===== src/rtl/count_accum_ctrl.sv =====
// Button-driven mod-(LIMIT+1) counter sequencer with a debounced press input
// and a saturating running accumulator of the count values.
module count_accum_ctrl #(
  parameter int LIMIT = 10,
  parameter int CW    = 4,
  parameter int AW    = 8,
  parameter int DEB   = 4
) (
  input  logic          clk,
  input  logic          reset,
  input  logic          start,
  input  logic          clr,
  input  logic          btn,
  output logic [CW-1:0] counter_out,
  output logic [AW-1:0] acc_out,
  output logic          step,
  output logic          busy,
  output logic          done,
  output logic          ovf
);

  // state | meaning
  // IDLE  | waiting for start, presses are dropped
  // RUN   | counting presses into the accumulator
  // DONE  | one-cycle completion marker after wrap
  localparam logic [1:0] ST_IDLE = 2'd0;
  localparam logic [1:0] ST_RUN  = 2'd1;
  localparam logic [1:0] ST_DONE = 2'd2;

  localparam int SW = $clog2(DEB + 1);

  logic          r_sync1, r_sync2;
  logic          r_db, r_db_d, r_press;
  logic [SW-1:0] r_stab;
  logic [1:0]    r_state;
  logic [CW-1:0] r_cnt;
  logic [AW-1:0] r_acc;
  logic          r_step, r_ovf;

  logic [CW-1:0] w_next_cnt;
  logic [AW:0]   w_sum;

  assign w_next_cnt = r_cnt + CW'(1);
  assign w_sum      = {1'b0, r_acc} + (AW+1)'(w_next_cnt);

  // Debouncer runs in every state so presses outside RUN are consumed, not queued.
  always_ff @(posedge clk) begin
    if (reset) begin
      r_sync1 <= 1'b0;
      r_sync2 <= 1'b0;
      r_db    <= 1'b0;
      r_db_d  <= 1'b0;
      r_stab  <= '0;
      r_press <= 1'b0;
    end else begin
      r_sync1 <= btn;
      r_sync2 <= r_sync1;
      if (r_stab == SW'(DEB)) begin
        r_db   <= r_sync2;
        r_stab <= '0;
      end else if (r_sync2 != r_db) begin
        r_stab <= r_stab + SW'(1);
      end else begin
        r_stab <= '0;
      end
      r_db_d  <= r_db;
      r_press <= r_db & ~r_db_d;
    end
  end

  always_ff @(posedge clk) begin
    if (reset) begin
      r_state <= ST_IDLE;
      r_cnt   <= '0;
      r_acc   <= '0;
      r_step  <= 1'b0;
      r_ovf   <= 1'b0;
    end else begin
      r_step <= 1'b0;
      case (r_state)
        ST_IDLE: begin
          if (start) begin
            r_state <= ST_RUN;
            r_acc   <= '0;
            r_ovf   <= 1'b0;
          end
        end
        ST_RUN: begin
          if (clr) begin
            r_state <= ST_IDLE;
            r_cnt   <= '0;
          end else if (r_press) begin
            r_step <= 1'b1;
            if (r_cnt == CW'(LIMIT)) begin
              r_cnt   <= '0;
              r_state <= ST_DONE;
            end else begin
              r_cnt <= w_next_cnt;
              if (w_sum[AW]) begin
                r_acc <= '1;
                r_ovf <= 1'b1;
              end else begin
                r_acc <= w_sum[AW-1:0];
              end
            end
          end
        end
        ST_DONE: r_state <= ST_IDLE;
        default: r_state <= ST_IDLE;
      endcase
    end
  end

  assign counter_out = r_cnt;
  assign acc_out     = r_acc;
  assign step        = r_step;
  assign busy        = (r_state == ST_RUN);
  assign done        = (r_state == ST_DONE);
  assign ovf         = r_ovf;

endmodule


===== config.mk =====
export PLATFORM = sky130hd
export DESIGN_NAME = count_accum_ctrl
export DESIGN_NICKNAME = d
export VERILOG_FILES = /design/src/rtl/count_accum_ctrl.sv
export SDC_FILE = /design/constraint.sdc
export NUM_CORES = 1
export LEC_CHECK = 0
export BUFFER_PORTS_ARGS = -buffer_cell sky130_fd_sc_hd__buf_2
export CAP_MARGIN = 20
export CORE_MARGIN = 4
export CORE_UTILIZATION = 39
export DETAILED_ROUTE_END_ITERATION = 7
export PLACE_DENSITY = 0.67
export SLEW_MARGIN = 10
export SYNTH_ARGS = -nofsm -noshare
export SYNTH_HDL_FRONTEND = slang
export SYNTH_SLANG_ARGS = --single-unit

===== constraint.sdc =====
create_clock -name clk -period 6.15 [get_ports clk]
set_clock_uncertainty 0.05 [all_clocks]
set_input_delay 0 -clock clk [delete_from_list [all_inputs] [get_ports clk]]
set_output_delay 0 -clock clk [all_outputs]
set_load 0.05 [all_outputs]

==> results.md <==
Drt:
- In this run the remaining antenna-violating nets after routing total 0.
- The routed wire length per instance is 13.2 um.
- The final layout contains routed wiring with a total length of 2620 um.
- For this block, the via count after detailed routing is about 1.1k.
- After the first detailed-routing iteration, the DRC count stood at between 40 and 50.
- The pre-antenna-repair detailed-routing pass consisted of 4 iterations.
- The via count normalized by instance count is 5.35.
- The number of design rule violations left after detail routing is 0.

Cells and area:
- The total number of nets in the final design is around 170.
- The number of diodes added for antenna fixing is 0.
- The area of all sequential standard cells is roughly 480 um^2.
- The library cell used most frequently in the layout, excluding fill and tap cells, is sky130_fd_sc_hd__dfxtp_1.
- The top cell types in the final layout, fill and taps aside, are sky130_fd_sc_hd__dfxtp_1, sky130_fd_sc_hd__buf_2, sky130_fd_sc_hd__a21oi_1.
- The area used by multi-input combinational logic is a little over 700 um^2.
- Cells with a size suffix above 1 make up approximately a fifth of the layout.
- The area growth from synthesis to layout is 16.7%.
- The filler cells instantiated in the layout total roughly 310.
- The count of cells in the finished layout, fillers not included, comes to between 150 and 200.

STA:
- The transition time of the tightest slew-check pin is around 0.36 ns.
- Timing would allow up to around 0.45 GHz.
- Hold is met by approximately 0.21 ns.
- Setup repair after global routing left no endpoint under its margin.
- The final critical-path share of the clock period is about 36%.
- The total count of max-transition violations in the final report is 0.
- The worst pin sits at a relative slew slack of approximately 76%.
- Setup total negative slack on the finished layout was measured at 0 ns.
- The setup-violating endpoint count in the final report is 0.
- The clock period minus worst slack is ~2.2 ns.
- The final-report hold violation count is 0.

CTS:
- The number of gates resized after CTS was 0.
- The CTS tree is done.
- CTS saw 24 sinks.
- The later-pin clock latency in the skew report is between 0.3 and 0.4 ns.
- The clock transition at the registers of the reported paths is ~0.13 ns.
- Buffers added to address setup during post-CTS repair amount to 0.
- The cell sitting at the root of the clock tree is a sky130_fd_sc_hd__clkbuf_4.
- The number of buffers created by CTS is 3.
- The number of buffers on the longest clock path is 2.
- CTS built an H-tree with a depth of 1.

Die:
- The initialized floorplan defines 20 standard-cell rows.
- For this configuration, the core starts out at a cell density of between 40% and 50%.
- Measured along the y axis, the die boundary spans 64.4 um.
- The total die area is around 4200 um^2.
- The placeable core area is roughly 3100 um^2.
- The top-level I/O count is 21.
- The floorplan step set the die width to 64.4 um.

Critical path:
- For the worst setup path, the data required time is around 6.3 ns.
- Along the worst path, the maximum fanout reaches 4.
- STA classifies the critical path endpoint as a register.
- The launching point of the worst reg2reg path is counter_out[0]$_SDFFE_PP0P_.
- At the worst endpoint, the arrival time is 2.44 ns.
- The worst register-to-register path has a depth of 7.
- The worst setup path is of the reg2reg kind.
- The startpoint of the most critical setup path is counter_out[0]$_SDFFE_PP0P_.
- The worst setup path is launched from a register.

Logic synthesis:
- The dominant synthesized flop cell is sky130_fd_sc_hd__dfxtp_1.
- Counting flops with a built-in enable in the synthesized netlist gives 0.
- After synthesis the cells add up to 1240 um^2.
- The share of synthesized area in the top cell type comes to between 30% and 40%.
- Ranked by total cell area, the synthesized netlist is headed by sky130_fd_sc_hd__dfxtp_1, sky130_fd_sc_hd__ha_1, sky130_fd_sc_hd__a21oi_1.
- The number of distinct library cell variants in the gate-level netlist after synthesis is 41.
- The number of nets in the synthesized netlist is 147.
- Counting flops and latches in the post-synthesis netlist gives 24.
- Summed over all instances, the cell type with the most area after synthesis is sky130_fd_sc_hd__dfxtp_1.
- Of the synthesized area, sequential elements account for between 30% and 40%.
- For this run, the number of Yosys warnings is 0.
- Of all flip-flops after synthesis, the portion carrying an async set or reset was 0%.
- The number of instances in the synthesized netlist is roughly 130.
- The average cell area after synthesis is about 9.4 um^2.

Run:
- The number of max-cap violations is 0.

Min path:
- The cell depth of the worst min-delay path is 3.
- The path type of the worst min-delay path is in2reg.
- The startpoint of the most critical hold path is start.

Power and ir drop:
- The worst voltage drop across the vdd grid is ~0.00010 V.
- In this run the power density over the cells is about 200 nW/um^2.
- The total leakage power is approximately 0.64 nW.

Placement:
- The quantity of I/O buffers inserted on ports is 20.
- The last weighted congestion value of the routability-driven placer is 0.835.
- The post-detailed-placement half-perimeter wirelength is approximately 1900 um.
- In this run, placement finished with an instance count of around 190.

Global routing:
- The via count of the first global-routing pass is between 1k and 1.5k.
- The first global-routing pass estimated roughly 4600 um of wire.
- The number of antenna violations at the first check in global routing is 0.
- The maximum number of pins on one net before global-route repair is 20.
- The total congestion overflow after global routing is 0.
- The global-route total usage across every layer is roughly 14%.

Outcome:
- The flow ran to the end, and the final reports show no timing, DRC or antenna violations.
-- state kept, by name, summed over array words and instances (netlist names) --
name and count:
step 1, r_db_d 1, r_sync2 1, ovf 1
r_press 1, r_sync1 1, counter_out 4, r_db 1
r_state 2, acc_out 8, r_stab 3
-- worst max-delay path, cell delays in order, from the launching register on --
cell                       delay (ns)
sky130_fd_sc_hd__dfxtp_1         0.40
sky130_fd_sc_hd__inv_1           0.11
sky130_fd_sc_hd__ha_1            0.34
sky130_fd_sc_hd__fa_1            0.43
sky130_fd_sc_hd__and3b_1         0.27
sky130_fd_sc_hd__or2_2           0.15
sky130_fd_sc_hd__nand3_1         0.13
sky130_fd_sc_hd__a311oi_1        0.27
-- metrics by stage --
step	power [mW]	worst slack (ns)	area [um^2]	util, %
final	0.286	3.91	1450	47.5
after global routing	0.296	3.68	1450	47.5
after CTS	0.287	3.90	1450	47.5
after detailed placement	0.173	3.97	1370	44.8
after global placement	0.173	4.00	1370	44.8
after floorplan	0.171	3.70	1240	-
-- power by group --
part / leakage, nW / switching [mW] / internal, mW
clock: 0.0279 / 0.0491 / 0.0659
sequential: 0.194 / 0.000880 / 0.157
combinational: 0.417 / 0.00821 / 0.00528
-- cell families after synthesis --
kind of cell             synth area share (%)
XOR/XNOR                                 3.53
adder cells (fa/ha/maj)                  10.7
AO/OA/AOI/OAI                            17.0
multiplexers                            0.806
buffers and inverters                    4.53
AND/OR/NAND/NOR                          24.8
flip-flops                               38.7
-- Yosys cell counts (2+ instances only) --
master	instances
sky130_fd_sc_hd__nand2_1	5
sky130_fd_sc_hd__a21oi_1	10
sky130_fd_sc_hd__and3_1	4
sky130_fd_sc_hd__a21o_1	3
sky130_fd_sc_hd__nor2_1	7
sky130_fd_sc_hd__and3b_1	2
sky130_fd_sc_hd__o21ai_0	2
sky130_fd_sc_hd__nand3_1	5
sky130_fd_sc_hd__xnor2_1	2
sky130_fd_sc_hd__a211oi_1	2
sky130_fd_sc_hd__nand3b_1	2
sky130_fd_sc_hd__clkbuf_1	2
sky130_fd_sc_hd__a41oi_1	2
sky130_fd_sc_hd__ha_1	9
sky130_fd_sc_hd__inv_1	7
sky130_fd_sc_hd__nor2b_1	5
sky130_fd_sc_hd__nand2b_1	2
sky130_fd_sc_hd__nor3_1	8
sky130_fd_sc_hd__a311oi_1	3
sky130_fd_sc_hd__a22oi_1	3
sky130_fd_sc_hd__dfxtp_1	24
sky130_fd_sc_hd__buf_6	2
sky130_fd_sc_hd__xor2_1	3
-- repair_timing --
action / 4_1_cts / 5_1_grt
hold endpoints to repair: 5 / 0
hold buffers: 3 / 0
setup endpoints to repair: 0 / 0
-- layout make-up --
| type | count | area share (%) |
|---|---|---|
| tap | 44 | 3.80 |
| inverter | 7 | 1.81 |
| timing repair buffer | 23 | 8.97 |
| multi-input combinational | 97 | 48.7 |
| sequential | 24 | 33.1 |
| clock inverter | 1 | 2.07 |
| clock buffer | 3 | 1.55 |
-- layer usage --
| layer | up-vias | track usage, % | share of wire [%] |
|---|---|---|---|
| met5 | - | 0 | 0 |
| met4 | 0 | 6.07 | 1.1 |
| met3 | 4 | 2.95 | 6.7 |
| met2 | 38 | 22.0 | 46 |
| met1 | 491 | 18.3 | 47 |
| li1 | 531 | - | - |
-- final timing paths --
kind,endpoint,slack (ns)
worst max-delay path,acc_out[1]$_SDFFE_PP0P_,3.91
worst min-delay path,r_state[0]$_SDFFE_PP0P_,0.21
worst max register to register,acc_out[1]$_SDFFE_PP0P_,3.91
worst min register to register,r_press$_SDFF_PP0_,0.35
Note: power is estimated with default switching activity, not from simulation.
